[config.mk]
export PLATFORM = sky130hd
export DESIGN_NAME = hazard_controller
export DESIGN_NICKNAME = d
export VERILOG_FILES = /design/src/rtl/hazard_pkg.sv /design/src/rtl/hazard_controller_sat_counter.sv /design/src/rtl/hazard_controller.sv
export SDC_FILE = /design/constraint.sdc
export NUM_CORES = 1
export LEC_CHECK = 0
export ABC_CLOCK_PERIOD_IN_PS = 2000
export CORE_ASPECT_RATIO = 2
export CORE_UTILIZATION = 43
export DETAILED_ROUTE_END_ITERATION = 7
export PLACE_DENSITY = 0.88
export SKIP_LAST_GASP = 1
export SLEW_MARGIN = 5
export SYNTH_ARGS = -nofsm -noshare
export SYNTH_HDL_FRONTEND = slang
export SYNTH_SLANG_ARGS = --single-unit
[constraint.sdc]
create_clock -name clk -period 2 [get_ports clk]
set_input_delay 0.3 -clock clk [delete_from_list [all_inputs] [get_ports clk]]
set_output_delay 0.3 -clock clk [all_outputs]
set_load 0.05 [all_outputs]
[src/rtl/hazard_pkg.sv]
// Shared types for the pipeline hazard sequencer.
package hazard_pkg;

    typedef enum logic [1:0] {
        RUN   = 2'd0,
        IFILL = 2'd1,
        DFILL = 2'd2
    } hz_state_t;

    localparam logic [3:0] REG_ZERO = 4'h0;

    // Per-stage pipeline controls, one bit per stall/flush line.
    typedef struct packed {
        logic stall_PC;
        logic stall_F_D;
        logic stall_D_X;
        logic stall_X_M;
        logic flush_F_D;
        logic flush_D_X;
        logic flush_M_W;
    } stage_ctrl_t;

endpackage

[src/rtl/hazard_controller_sat_counter.sv]
// Saturating up-counter with synchronous clear; clear beats increment.
module sat_counter #(
    parameter int unsigned CNT_W = 16
) (
    input  logic             clk,
    input  logic             rst_n,
    input  logic             inc,
    input  logic             clr,
    output logic [CNT_W-1:0] count
);

    // Count up until all-ones, then hold.
    always_ff @(posedge clk) begin
        if (!rst_n) begin
            count <= '0;
        end else if (clr) begin
            count <= '0;
        end else if (inc && (count != '1)) begin
            count <= count + 1'b1;
        end
    end

endmodule

[src/rtl/hazard_controller.sv]
// Hazard and stall sequencer: load-use, taken-branch flush and cache-miss fills.
module hazard_controller
    import hazard_pkg::*;
#(
    parameter int unsigned CNT_W = 16,
    parameter int unsigned REG_W = 4
) (
    input  logic             clk,
    input  logic             rst_n,
    input  logic             D_X_MemRead,
    input  logic [REG_W-1:0] D_X_reg_dest,
    input  logic [REG_W-1:0] F_D_reg_source1,
    input  logic [REG_W-1:0] F_D_reg_source2,
    input  logic             F_D_uses_src1,
    input  logic             F_D_uses_src2,
    input  logic             branch_taken,
    input  logic             imiss,
    input  logic             dmiss,
    input  logic             fill_ack,
    output logic             fill_req,
    output logic             fill_is_data,
    output logic             stall_PC,
    output logic             stall_F_D,
    output logic             stall_D_X,
    output logic             stall_X_M,
    output logic             flush_F_D,
    output logic             flush_D_X,
    output logic             flush_M_W,
    input  logic             cnt_clear,
    output logic [CNT_W-1:0] stall_cycles,
    output logic [CNT_W-1:0] flush_count
);

    hz_state_t   state_q, state_d;
    logic        branch_pend_q, branch_pend_d;
    stage_ctrl_t ctrl;
    logic        load_use;
    logic        flush_inc;

    // Load in EX feeding a source that ID actually reads; R0 never creates a hazard.
    always_comb begin
        load_use = D_X_MemRead && (D_X_reg_dest != REG_W'(REG_ZERO)) &&
                   ((F_D_uses_src1 && (D_X_reg_dest == F_D_reg_source1)) ||
                    (F_D_uses_src2 && (D_X_reg_dest == F_D_reg_source2)));
    end

    // Decode stage controls, fill handshake and next state from state and inputs.
    always_comb begin
        ctrl          = '0;
        fill_req      = 1'b0;
        fill_is_data  = 1'b0;
        flush_inc     = 1'b0;
        state_d       = state_q;
        branch_pend_d = branch_pend_q;
        case (state_q)
            RUN: begin
                if (dmiss) begin
                    ctrl.stall_PC  = 1'b1;
                    ctrl.stall_F_D = 1'b1;
                    ctrl.stall_D_X = 1'b1;
                    ctrl.stall_X_M = 1'b1;
                    ctrl.flush_M_W = 1'b1;
                    fill_req       = 1'b1;
                    fill_is_data   = 1'b1;
                    state_d        = DFILL;
                end else if (imiss) begin
                    ctrl.stall_PC  = 1'b1;
                    ctrl.flush_F_D = 1'b1;
                    fill_req       = 1'b1;
                    state_d        = IFILL;
                end else if (branch_pend_q) begin
                    // Discard the wrong-path fetch left over from the I-fill.
                    ctrl.flush_F_D = 1'b1;
                    branch_pend_d  = 1'b0;
                    flush_inc      = 1'b1;
                end else if (load_use) begin
                    // branch_taken is ignored here; ID re-resolves next cycle.
                    ctrl.stall_PC  = 1'b1;
                    ctrl.stall_F_D = 1'b1;
                    ctrl.flush_D_X = 1'b1;
                end else if (branch_taken) begin
                    ctrl.flush_F_D = 1'b1;
                    flush_inc      = 1'b1;
                end
            end
            IFILL: begin
                // Back end keeps draining; dmiss is re-sampled once back in RUN.
                ctrl.stall_PC  = 1'b1;
                ctrl.flush_F_D = 1'b1;
                fill_req       = 1'b1;
                if (branch_taken) begin
                    branch_pend_d = 1'b1;
                end
                if (fill_ack) begin
                    state_d = RUN;
                end
            end
            DFILL: begin
                ctrl.stall_PC  = 1'b1;
                ctrl.stall_F_D = 1'b1;
                ctrl.stall_D_X = 1'b1;
                ctrl.stall_X_M = 1'b1;
                ctrl.flush_M_W = 1'b1;
                fill_req       = 1'b1;
                fill_is_data   = 1'b1;
                if (fill_ack) begin
                    state_d = RUN;
                end
            end
            default: begin
                state_d = RUN;
            end
        endcase
    end

    // Sequencer state and pending-branch flag.
    always_ff @(posedge clk) begin
        if (!rst_n) begin
            state_q       <= RUN;
            branch_pend_q <= 1'b0;
        end else begin
            state_q       <= state_d;
            branch_pend_q <= branch_pend_d;
        end
    end

    // Drive the individual stage-control outputs from the decoded struct.
    always_comb begin
        stall_PC  = ctrl.stall_PC;
        stall_F_D = ctrl.stall_F_D;
        stall_D_X = ctrl.stall_D_X;
        stall_X_M = ctrl.stall_X_M;
        flush_F_D = ctrl.flush_F_D;
        flush_D_X = ctrl.flush_D_X;
        flush_M_W = ctrl.flush_M_W;
    end

    sat_counter #(
        .CNT_W(CNT_W)
    ) u_stall_cnt (
        .clk  (clk),
        .rst_n(rst_n),
        .inc  (ctrl.stall_PC),
        .clr  (cnt_clear),
        .count(stall_cycles)
    );

    sat_counter #(
        .CNT_W(CNT_W)
    ) u_flush_cnt (
        .clk  (clk),
        .rst_n(rst_n),
        .inc  (flush_inc),
        .clr  (cnt_clear),
        .count(flush_count)
    );

endmodule
; ---- Word-level counts from Yosys, hierarchy flattened
; Cells that the tools add are included.
[op_classes]
n_addsub = 2
n_eq_ne = 11
mux = 34
bitwise = 1
n_reduce_logical = 14
[op_table]
columns = operator, n
row1 = "adder 16 x 1 -> 16 bit, second input constant", 2
row2 = "!= test 16 bit, second input constant", 2
row3 = 2-to-1 mux 1 bit, 19
row4 = 2-to-1 mux 2 bit, 8
row5 = one-hot mux 1 bit (2 select lines), 5
row6 = == test 4 bit, 2
row7 = logical AND 1 bit, 6
row8 = "!= test 2 bit, second input constant", 3
row9 = one-hot mux 3 bit (2 select lines), 1
row10 = one-hot mux 2 bit (2 select lines), 1
row11 = AND reduction 4 bit, 1
row12 = nonzero test 4 bit, 1
row13 = OR reduction 2 bit, 2
row14 = "!= test 3 bit, second input constant", 1
row15 = "== test 2 x 1 -> 1 bit, second input constant", 1
row16 = "== test 2 bit, second input constant", 1
row17 = logical NOT 2 bit, 1
row18 = "!= test 2 x 1 -> 1 bit, second input constant", 1
row19 = AND reduction 2 bit, 1
row20 = nonzero test 2 bit, 1
row21 = logical OR 1 bit, 1
row22 = inverter 1 bit, 1
[totals]
regBits = 35
inputBits = 22
output_inout_bits = 41
elab_cells = 66

; ---- Longest topological paths before layout
[logic_depth]
ltp_word = 10
mapped_depth = 12
ltp_nobuf = 9

; ---- Hierarchy
; Synthesis repeated with hierarchy kept, for this count alone.
[hier_totals]
cells_unflattened = 235
area_unflattened_um2 = 2158.3
[by_module_without_submodules]
columns = module, instances, cells_each, area_each_um2, seq_area_each_um2
row1 = sat_counter, 2, 91, 864.6, 320.3
row2 = hazard_controller, 1, 53, 429.2, 60.1

; ---- Least setup slack after synthesis
; OpenSTA, ideal clock, no wires.
[synth_timing]
path_type = flip-flop to flip-flop
start = register u_flush_cnt.count[0]
end = register u_flush_cnt.count[1]
setup_time_ns = 0.070
arrival_time_ns = 2.146
t_required_ns = 1.930
setup_slack_ns = -0.216
path_stages_with_launch = 8
path_buffers = 2
synth_period_minus_slack_ns = 2.216
cell_sequence = dfxtp_1 > ha_1 > nand3_1 > nor4_1 > buf_2 > buf_2 > o21ai_0 > a21oi_1
[synth_via]
elab_chain_len = 2
word_cells_on_any_way = 3
classes_between = add/sub: 1 / eq/ne: 1 / reduce/logical: 1
[synth_lines]
columns = item, line_no
row1 = from (decl), hazard_controller_sat_counter.sv:9  ; output logic [CNT_W-1:0] count
row2 = from (signal assigned), hazard_controller_sat_counter.sv:19  ; count <= count + 1'b1;
row3 = branches (longest 2 deep; another with adder 16 x 1 -> 16 bit), --
; Parallel ways; which one is timed is not known.
; A chain may end at the register's enable or synchronous reset.

; ---- Worst setup path in the final report
[layout_timing]
start = register state_q[0]
end = output port fill_req
[layout_via]
elab_chain_len = 3
word_cells_on_any_way = 5
classes_between = eq/ne: 2 / mux: 1 / reduce/logical: 2
[layout_lines]
columns = item, line_no
row1 = from (decl), hazard_controller.sv:34  ; hz_state_t state_q, state_d;
row2 = from (signal assigned), hazard_controller.sv:122  ; state_q <= state_d;
row3 = == test 2 bit or == test 2 x 1 -> 1 bit (tied branches), hazard_controller.sv:55  ; case (state_q)
row4 = OR reduction 2 bit (no source line), --
row5 = one-hot mux 1 bit (2 select lines) (*), hazard_controller.sv:55
row6 = to (decl), hazard_controller.sv:20  ; output logic fill_req,
; Mark *: on every way between the ends. The rest lies on a longest branch, timed or not.

==> run summary <==
status -> complete, but fails checks
failing checks -> negative setup slack
final worst path period share -> 1.04
DRC errors left -> 0
pwr dens -> 584 mW/mm^2
port buffer count -> 62
largest net degree at the start of global routing -> 27
HPWL reported at the end of detailed placement -> 4430 microns
first-pass GRT wire length -> 9540 microns
share of layout cells above drive strength 1 -> 0.309
Root Buffer -> clkbuf_8
Final #Nets -> 386
GP Congestion -> 0.877
Synth area leader -> dfxtp_1
diodes inserted -> 0
top post-synthesis cells by area -> dfxtp_1, or4_1, a21oi_1, o31ai_1, nand3_1
Finished Cell Area -> 0.00343 sq mm
critical path class -> flop to output port
Starting Density -> 0.445
Yosys top cell area share -> 0.324
endpoints failing hold -> 0
slowest cell on the critical path -> dfxtp_2
FMAX -> 0.482 GHz
Syn Inst Count -> 263
CTS tree -> built
vias post-DR -> 2556
crit end category -> output port
core area -> 0.00486 sq mm
unrepaired setup endpoints after global routing -> true
Peak VDD IR -> 0.484 mV
utilization after layout -> 0.705
CP dominant cell by count -> buf_4
final hold slack -> 0.485 ns
first-pass iteration count of the detailed router -> 4
Tmin final -> 2.07 ns
total power -> 2.00 mW
GRT Util Overall -> 0.239
Num CTS Buffers -> 5
Worst EP arrival -> 1.77 ns
row cnt -> 36
vias in the first global route -> 2297
Non-Filler Instances -> 416
Final ANT Viol Nets -> 0
CTS Buffer Depth -> 2
yosys warns -> 0
via/cell ratio -> 6.14
Worst-Margin Slew -> 0.504 ns
Area growth syn-to-layout -> 58.3%
number of synthesized register bits -> 35
dominant synthesized flop cell -> dfxtp_1
chip width -> 52.2 microns
Post-synth EDFFs -> 0
slew margin rel. -> 0.663
H-Tree Depth -> 2
crit path launch type -> flop
placed cell count -> 394
Setup-failing EPs final -> 7
Post-Syn Area per Cell -> 8.24 sq um
Syn Std Cell Area -> 0.00217 sq mm
WL per Instance -> 16.9 microns
number of antenna violations at the first check in global routing -> 0
Cell Area, Placed -> 0.00312 sq mm
Cell variety after synth -> 48
clk sinks -> 35
initial DRC count -> 69
Die Span Y -> 102 microns
Final Worst Setup Slack -> -0.0749 ns
# IOs -> 63
final WL -> 7020 microns
Net Count, Synth -> 291
max-slew violations -> 0
max-cap viol count -> 0
FFs w/ async S/R, synth -> 0
CTS clk-pin slew, worst paths -> 0.07 ns
biggest cell delay along the critical path -> 0.34 ns
die footprint -> 0.00534 sq mm
Worst EP required -> 1.70 ns
total grt overflow -> 0
worst-path cell chain -> buf_4 -> ha_1 -> or2_4 -> clkinv_8 -> buf_4 -> buf_4 -> buf_12
sequential-to-total area share from yosys stat -> 0.324
clk_lat worst skew -> 0.30 ns
Leak -> 1.26 nW
critical path fanouts, max -> 6
hold buffers post-CTS -> 0
worst clock skew -> 0.00941 ns
HP Class -> flop to flop
==> critical path: cells and delay by family, from the launching register on <==
kind / cells / cell delay [ns]
fa+ha+maj: 1 / 0.26
flops: 1 / 0.34
buf+inv: 5 / 0.56
simple gates: 1 / 0.31
==> layer usage <==
layer / global-route usage / routed length, microns / part of all wire
met1: 0.209 / 2370 / 0.34
met2: 0.454 / 3940 / 0.56
met3: 0.0595 / 416 / 0.059
met4: 0.154 / 302 / 0.043
met5: 0 / 0 / 0
==> cell usage after synthesis (2+ instances only) <==
library cell  number
a21oi_1           28
o21ai_1            2
buf_2              6
and4_1             3
nand3_1           16
o21ai_0            6
o31ai_1           18
nand4_1            6
buf_6              2
mux2i_1            5
xor2_1             6
or3b_1             2
nor2b_1            4
clkbuf_1           4
or3_1              3
a21o_1             3
nor3_1             4
buf_4              3
nor2_1             8
a31oi_1            2
xnor2_1            2
a211oi_1           4
and3_1            10
nor4_1             2
nand2_1           21
inv_1              5
dfxtp_1           35
or4_1             19
ha_1               6
a41o_1             2
nand2b_1           9
==> stage by stage <==
stage | TNS, ns | setup slack, ns
6_report | -0.241 | -0.0749
5_1_grt | -1.13 | -0.157
4_1_cts | -0.00782 | -0.00782
3_5_place_dp | -11.45 | -0.451
3_3_place_gp | -9.69 | -0.393
2_1_floorplan | -0.0146 | -0.0125
==> cells in the final DEF (no fill, tap or decap), types with 5 or more instances in the layout <==
cell | netlist | final
xor2_1 | 6 | 6
ha_1 | 6 | 5
buf_4 | 3 | 33
o21ai_0 | 6 | 6
mux2i_1 | 5 | 5
buf_12 | 0 | 9
o31ai_1 | 18 | 18
or4_1 | 19 | 16
nand2_1 | 21 | 20
nand2b_1 | 9 | 9
nand4_1 | 6 | 6
dfxtp_1 | 35 | 15
clkdlybuf4s50_1 | 0 | 40
nor2_1 | 8 | 7
dfxtp_2 | 0 | 20
and3_1 | 10 | 10
nand3_1 | 16 | 15
clkbuf_8 | 0 | 5
a21oi_1 | 28 | 25
dlygate4sd2_1 | 0 | 6
==> cell families after synthesis <==
| group | synth area share |
|---|---|
| AOI/OAI and AO/OA | 0.210 |
| xor gates and xnor gates | 0.0324 |
| adders and majority gates | 0.0347 |
| buffers and inverters | 0.0560 |
| DFF | 0.324 |
| muxes | 0.0231 |
| and+or+nand+nor | 0.321 |
==> what timing repair did <==
action | 4_1_cts | 5_1_grt
resized for setup | 36 | 22
pin swaps | 12 | 12
gates cloned | 0 | 4
setup endpoints to repair | 27 | 25
setup buffers | 2 | 10
==> area by class of cell <==
cell class,instances,area [sq um]
Timing Repair Buffer,101,1020
Clock buffer,7,76.3
Sequential cell,35,726
Fill cell,362,1440
Clock inverter,1,5.00
Tap cell,57,71.3
Inverter,6,35.0
Multi-Input combinational cell,209,1500
==> final timing paths <==
kind	from	slack [ns]	depth (start not counted)	end
worst max register to register	state_q[0]	-0.03	8	u_stall_cnt.count[5]
worst min-delay path	u_stall_cnt.count[10]	0.48	2	u_stall_cnt.count[10]
worst max-delay path	state_q[0]	-0.07	7	fill_req
worst min register to register	u_stall_cnt.count[10]	0.48	2	u_stall_cnt.count[10]
==> registers in the layout, indices dropped and copies added, names as in the netlist <==
register           flops
branch_pend_q          1
state_q                2
u_flush_cnt.count     16
u_stall_cnt.count     16
==> report_power, final <==
group | internal [mW] | switching [mW]
clock | 0.244 | 0.267
sequential | 0.707 | 0.0102
combinational | 0.370 | 0.404
total | 1.32 | 0.681
No activity file was read; power rests on OpenSTA's default activity.
